`src/rtl/quadra_pkg.sv`:
```
// Shared types and sizing for the quadra pipeline and its output buffer.
package quadra_pkg;

    typedef logic [15:0] y_t;
    typedef logic        dv_t;

    localparam int QUADRA_LATENCY = 3;
    localparam int QBUF_DEPTH     = 8;

endpackage

```
`src/rtl/quadra_fifo_mem.sv`:
```
// Storage for the output buffer: synchronous write, asynchronous read so the
// head entry is visible in the same cycle it becomes valid (first-word-fall-through).
module quadra_fifo_mem
    import quadra_pkg::*;
#(
    parameter  int DEPTH = QBUF_DEPTH,
    localparam int AW    = $clog2(DEPTH)
) (
    input  logic          clk,
    input  logic          wr_en,
    input  logic [AW-1:0] wr_addr,
    input  y_t            wr_data,
    input  logic [AW-1:0] rd_addr,
    output y_t            rd_data
);

    y_t mem [DEPTH];

    // Contents are deliberately not reset; validity is tracked by the level counter.
    always_ff @(posedge clk) begin
        if (wr_en) begin
            mem[wr_addr] <= wr_data;
        end
    end

    assign rd_data = mem[rd_addr];

endmodule

```
`src/rtl/quadra_out_buf.sv`:
```
// Output buffer behind the non-stallable quadra pipeline: captures every result,
// hands it to a valid/ready consumer, and returns issue credits upstream.
module quadra_out_buf
    import quadra_pkg::*;
#(
    parameter int DEPTH   = QBUF_DEPTH,
    parameter int LATENCY = QUADRA_LATENCY,
    parameter int LVL_W   = $clog2(DEPTH) + 1
) (
    input  logic             clk,
    input  logic             rst_b,
    input  dv_t              x_dv,
    output logic             x_ready,
    input  y_t               y,
    input  dv_t              y_dv,
    output y_t               out_y,
    output logic             out_vld,
    input  logic             out_ready,
    output logic [LVL_W-1:0] level,
    output logic             err_ovf,
    output logic             err_proto
);

    localparam int                 AW      = $clog2(DEPTH);
    localparam logic [LVL_W-1:0]   FULL    = LVL_W'(DEPTH);
    localparam logic [LVL_W-1:0]   INF_MAX = '1;

    // Every in-flight result must have a reserved slot, so the buffer must
    // cover the pipeline depth plus one cycle of credit round trip.
    if (DEPTH < LATENCY + 2 || (DEPTH & (DEPTH - 1)) != 0) begin : g_bad_depth
        $error("quadra_out_buf: DEPTH must be a power of 2 and at least LATENCY+2");
    end

    logic [AW-1:0]    wr_ptr_reg, rd_ptr_reg;
    logic [LVL_W-1:0] level_reg, level_next;
    logic [LVL_W-1:0] inflight_reg, inflight_next;
    logic             err_ovf_reg, err_proto_reg;

    logic             push, pop, full, wr_en, ovf;
    logic [LVL_W:0]   credit_sum;
    y_t               rd_data;

    assign push  = y_dv;
    assign pop   = out_vld & out_ready;
    assign full  = (level_reg == FULL);
    assign wr_en = push & (~full | pop);
    assign ovf   = push & full & ~pop;

    // Credit depends only on registered state, never on x_dv or out_ready.
    assign credit_sum = {1'b0, level_reg} + {1'b0, inflight_reg};
    assign x_ready    = (credit_sum < (LVL_W+1)'(DEPTH));

    assign out_vld   = (level_reg != '0);
    assign out_y     = out_vld ? rd_data : '0;
    assign level     = level_reg;
    assign err_ovf   = err_ovf_reg;
    assign err_proto = err_proto_reg;

    always_comb begin
        level_next = level_reg;
        case ({wr_en, pop})
            2'b10:   level_next = level_reg + LVL_W'(1);
            2'b01:   level_next = level_reg - LVL_W'(1);
            default: level_next = level_reg;
        endcase
    end

    // Late results (inflight already 0) and protocol-violating issues both saturate.
    always_comb begin
        inflight_next = inflight_reg;
        if (x_dv && !y_dv && inflight_reg != INF_MAX) begin
            inflight_next = inflight_reg + LVL_W'(1);
        end else if (!x_dv && y_dv && inflight_reg != '0) begin
            inflight_next = inflight_reg - LVL_W'(1);
        end
    end

    always_ff @(posedge clk or negedge rst_b) begin
        if (!rst_b) begin
            wr_ptr_reg    <= '0;
            rd_ptr_reg    <= '0;
            level_reg     <= '0;
            inflight_reg  <= '0;
            err_ovf_reg   <= 1'b0;
            err_proto_reg <= 1'b0;
        end else begin
            if (wr_en) begin
                wr_ptr_reg <= wr_ptr_reg + AW'(1);
            end
            if (pop) begin
                rd_ptr_reg <= rd_ptr_reg + AW'(1);
            end
            level_reg    <= level_next;
            inflight_reg <= inflight_next;
            if (ovf) begin
                err_ovf_reg <= 1'b1;
            end
            if (x_dv && !x_ready) begin
                err_proto_reg <= 1'b1;
            end
        end
    end

    quadra_fifo_mem #(
        .DEPTH (DEPTH)
    ) u_mem (
        .clk     (clk),
        .wr_en   (wr_en),
        .wr_addr (wr_ptr_reg),
        .wr_data (y),
        .rd_addr (rd_ptr_reg),
        .rd_data (rd_data)
    );

endmodule

```
`config.mk`:
```
export PLATFORM = sky130hd
export DESIGN_NAME = quadra_out_buf
export DESIGN_NICKNAME = d
export VERILOG_FILES = /design/src/rtl/quadra_pkg.sv /design/src/rtl/quadra_fifo_mem.sv /design/src/rtl/quadra_out_buf.sv
export SDC_FILE = /design/constraint.sdc
export NUM_CORES = 1
export LEC_CHECK = 0
export CORE_MARGIN = 3
export CORE_UTILIZATION = 40
export DETAILED_ROUTE_END_ITERATION = 16
export REMOVE_ABC_BUFFERS = 1
export SYNTH_ARGS = -nofsm -noshare
export SYNTH_HDL_FRONTEND = slang
export SYNTH_SLANG_ARGS = --single-unit
```
`constraint.sdc`:
```
create_clock -name clk -period 7.3 [get_ports clk]
set_input_delay 1.46 -clock clk [delete_from_list [all_inputs] [get_ports clk]]
set_output_delay 1.46 -clock clk [all_outputs]
set_load 0.02 [all_outputs]
```
Yosys cells after proc, flatten, opt, wreduce, memory -nomap -nowiden
Memory sizes are Yosys's and may differ from the RTL's.
Cells that the tools add are included.

storage, ports and cells
  memories = 1
  input port bits = 21
  register bits = 16
  output and inout port bits = 24
  memory bits (writable) = 128

operators by class
  reductions and logical operators = 12
  multiplexer cells = 6
  magnitude comparators = 1
  equal/unequal tests = 4
  bitwise operators = 7
  $add $sub $neg = 7

memory list
  name       depth  width  read ports  clocked after memory_dff  write ports  RTL line               text
  u_mem.mem  8      16     1           0                         1            quadra_fifo_mem.sv:17  y_t mem [DEPTH];

operators with widths
  cell                                                                    number
  16-bit two-way mux                                                      1
  4-bit by 1-bit adder with 4-bit output (second input constant)          2
  4-bit two-way mux                                                       2
  4-bit one-hot mux with 2 select lines                                   1
  4-bit nonzero test                                                      2
  4-bit by 1-bit subtractor with 4-bit output (second input constant)     2
  3-bit by 1-bit adder with 3-bit output (second input constant)          2
  4-bit by 4-bit adder with 5-bit output                                  1
  1-bit logical AND                                                       5
  5-bit by 4-bit < comparator with 1-bit output (second input constant)   1
  1-bit AND                                                               4
  4-bit equality test (second input constant)                             1
  4-bit != test (second input constant)                                   1
  2-bit nonzero test                                                      2
  1-bit logical NOT                                                       3
  2-bit by 1-bit equality test with 1-bit output (second input constant)  1
  2-bit equality test (second input constant)                             1
  1-bit two-way mux                                                       2
  1-bit inverter                                                          2
  1-bit bitwise OR                                                        1

Depth between registers and ports, before layout
  word-level depth = 6
  gate-level depth with buffers = 12
  mapped depth without buffers = 12

Modules after synthesis
A second synthesis with hierarchy kept.

unflattened totals
  cell total of the unflattened synthesis = 293
  area, all modules = 6017.0 µm²

modules (own cells, without submodules)
  module           cells an instance  area an instance (µm²)  times used
  quadra_fifo_mem  198                4973.5                  1
  quadra_out_buf   95                 1043.5                  1

Worst setup path after synthesis
OpenSTA, ideal clock, no wires.

  kind = register -> output
  from = register level_reg[1], in the netlist level[1]
  to = output x_ready
  setup slack = 3.525 ns
  stages on the path, launching flop included = 4
  required time = 5.840 ns
  arrival time = 2.315 ns
  cells stage by stage = dfrtp_1 ha_1 a31o_2 a2111oi_0

between the ends
  word-level cells in the longest chain between the ends = 2

ends and longest elaborated chain
  item                                           RTL line              text
  from (decl)                                    quadra_out_buf.sv:35  logic [LVL_W-1:0] level_reg, level_next;
  from (signal assigned)                         quadra_out_buf.sv:93  level_reg <= level_next;
  4-bit by 4-bit adder with 5-bit output         quadra_out_buf.sv:50  assign credit_sum = {1'b0, level_reg} + {1'b0, inflight_reg};
  5-bit by 4-bit < comparator with 1-bit output  quadra_out_buf.sv:51  assign x_ready = (credit_sum < (LVL_W+1)'(DEPTH));
  to (decl)                                      quadra_out_buf.sv:13  output logic x_ready,

Every way passes these cells.

Worst setup path in the final report
  from = register rd_ptr_reg[0]
  to = output out_y[0]

between the ends
  word-level cells in the longest chain between the ends = 2

ends and longest elaborated chain
  item                    RTL line              text
  from (decl)             quadra_out_buf.sv:34  logic [AW-1:0] wr_ptr_reg, rd_ptr_reg;
  from (signal assigned)  quadra_out_buf.sv:91  rd_ptr_reg <= rd_ptr_reg + AW'(1);
  memory 8 x 16 bit       -
  16-bit two-way mux      quadra_out_buf.sv:54  assign out_y = out_vld ? rd_data : '0;
  to (decl)               quadra_out_buf.sv:16  output y_t out_y,

Every way passes these cells.

==> flow_summary.yaml <==
run_status:
  status: "completed"
global_routing:
  grt_max_degree: 27
  grt_pass1_vias: 3111
  antenna_found_initial: 0
  grt_pass1_wl_mm: 17.8
  grt_usage_pct: 15.0
  grt-ovfl-total: 0
clock_network:
  clock-root-buffer: "clkbuf_16"
  postCtsSetupRepairBufs: 0
  clock-sinks: 144
  ctsLongestPathBuffers: 2
  cts_tree: "built"
  clk_pin_slew_ns: 0.05
  h-tree-depth: 4
  clkLatencyLatePin_ns: 0.41
  cts_buffers: 17
  ctsResizeCount: 0
  ctsHoldBuffers: 0
die:
  start_util_pct: 41.4
  pin_count: 45
  core-area_um2: 14100
  die_h_um: 127
  die_w_um: 127
  core.rowCount: 43
  dieArea_um2: 16100
setup_path:
  crit_chain: "buf_4, mux4_2, mux2i_1, nor2_1, clkdlybuf4s50_1"
  cp_slowest_cell: "mux4_2"
  slowest_delay_ns: 0.56
  worst_r2r_path_depth: 12
  r2r_setup_slack_ns: 4.59
  cp.depth: 5
  cp-startpoint: "rd_ptr_reg[0]$_DFFE_PN0P_"
  critical_path_buf_inv_count: 2
  cpLargestDelayFamily: "buffers and inverters"
  critPathMaxFanout: 26
  endpoint: "out_y[0]"
  reg2reg_to: "level[2]$_DFFE_PN0P_"
  rr_startpoint: "level[0]$_DFFE_PN0P_"
  critical_path_class: "reg2out"
  cp-end-kind: "output port"
  start_kind: "flop"
  critPathArrivalTime_ns: 2.84
  critPathRequiredTime_ns: 5.84
finish:
  drive_above_1_share_pct: 22.8
  nets: 391
  final_util_pct: 50.4
  num_antenna_cells: 0
  flow.area_growth_from_synthesis_pct: 21.7
  largest_register_ffs: 128
worst_hold_path:
  hold_class: "reg2reg"
routing:
  drc: 0
  first_pass_iters: 4
  antenna_left: 0
  first_iter_violations: 201
  wire_per_inst_um: 19.8
  drt_wl_total_mm: 10.8
  vias_per_cell: 5.19
  vias: 2850
yosys:
  synthTopCellsByArea: "edfxtp_1 (66%), mux4_2 (12%), dfrtp_1 (6.9%), mux2i_1 (2.9%), ha_1 (2.1%)"
  yosysTopAreaCellShare_pct: 65.9
  synth_common_cells: "edfxtp_1 (128), mux4_2 (32), nor2_1 (24)"
  synth_flop_cell: "edfxtp_1"
  syn_area_um2: 5830
  synth-edff-count: 128
  ys_ff_latch: 144
  ys_types: 40
  yosys_warnings: 0
  netlist_instances: 296
  avgSynthCellArea_um2: 19.7
  yosysMostFrequentCell: "edfxtp_1"
  synth_area_leader_cell: "edfxtp_1"
  ys_seq_area_share_pct: 72.7
  async_reset_ff_share_pct: 11.1
place:
  place.port_buffers: 44
  routabilityCongestion: 0.718
  pre_cts_ws_ns: 3.35
  hpwl_mm: 6.56
pwr:
  power.leakage_nw: 2.47
  powerDensity_nw_per_um2: 422
  peakVddDrop_mv: 0.194
  finalPower_mw: 3.00
sta:
  fin_skew_ns: 0.00463
  final.min_clock_period_ns: 4.30
  min_period_over_period_pct: 58.9
  rsz0062_at_grt: "false"
  tightest_slew_ns: 0.753
  holdWs_ns: 0.469
  timing.final.max_slew_violations: 0
  fmaxAchievable_mhz: 233
  setup_viol: 0
  tns_ns: 0
  slew_headroom_pct: 49.7
  hold_viol: 0
  setup_ws_ns: 3.00
flow_run:
  cap_violations: 0
[worst register-to-register path: stages (launching register included)]
cell and delay (ns):
dfrtp_1 0.47, or3_4 0.47, nor2_8 0.31, inv_4 0.07, nand2_2 0.10, inv_2 0.06
ha_1 0.27, xor2_1 0.17, ha_1 0.18, a21oi_1 0.14, xor2_1 0.16, nor2_1 0.06
xor2_1 0.14
[placed cells by master, fill, tap and decap left out, drive strengths merged]
cell             n
or2              1
a2111oi          1
o22ai            1
xnor2            4
dfrtp           16
nand3            3
nor3b            1
clkinvlp         1
fa               1
edfxtp         128
o21ai            2
or4              1
nor4bb           1
o21bai           1
nand2            6
bufinv           3
clkbuf          21
buf             11
a31o             1
nand2b           5
mux2             5
inv              7
a21oi            3
a21o             1
nor2            25
mux2i           17
xor2             7
o31ai            1
nand4            1
or3              1
clkdlybuf4s50   44
clkinv           4
nor3             2
ha              10
mux4            32
[power breakdown]
group / internal, mW / switching [mW] / leakage [nW]
logic: 0.520 / 0.512 / 0.856
registers: 1.04 / 0.104 / 1.34
clock network: 0.528 / 0.297 / 0.270
[per-stage QoR]
stage               instances  area, um^2
detailed placement        520        6540
CTS                       549        7100
global route              549        7100
global placement          520        6540
floorplan                 285        5780
finish                    549        7100
[cell type report]
cell class / instances / area (um^2)
Timing Repair Buffer: 55 / 523
Inverter: 7 / 28.8
Tap cell: 180 / 225
Sequential cell: 144 / 4250
Clock buffer: 21 / 440
Multi-Input combinational cell: 134 / 1520
Fill cell: 1156 / 7000
Clock inverter: 8 / 116
[kinds of logic after synthesis]
logic type	share of synthesized area, %
adders and majority gates	2.49
AOI/OAI and AO/OA	1.29
DFF	72.7
and+or+nand+nor	4.16
xor gates and xnor gates	1.65
muxes	16.3
buffers and inverters	1.37
[how the worst min path moves through the flow]
stage                         startpoint                         to  slack (ns)  depth (start not counted)
6_report           err_proto$_DFFE_PN0P_      err_proto$_DFFE_PN0P_        0.47                          1
4_1_cts            err_proto$_DFFE_PN0P_      err_proto$_DFFE_PN0P_        0.48                          1
3_5_place_dp       err_proto$_DFFE_PN0P_      err_proto$_DFFE_PN0P_        0.47                          1
3_3_place_gp         err_ovf$_DFFE_PN0P_        err_ovf$_DFFE_PN0P_        0.45                          2
5_1_grt              err_ovf$_DFFE_PN0P_        err_ovf$_DFFE_PN0P_        0.51                          2
2_1_floorplan  wr_ptr_reg[0]$_DFFE_PN0P_  wr_ptr_reg[0]$_DFFE_PN0P_        0.48                          2
[routing by layer]
metal | share of wire, % | up-vias | track usage [%]
li1 | - | 1299 | -
met1 | 43 | 1491 | 19.7
met2 | 52 | 49 | 24.2
met3 | 3.7 | 11 | 4.17
met4 | 1.2 | 0 | 5.36
met5 | 0 | - | 0
(Power assumes the default switching activity.)
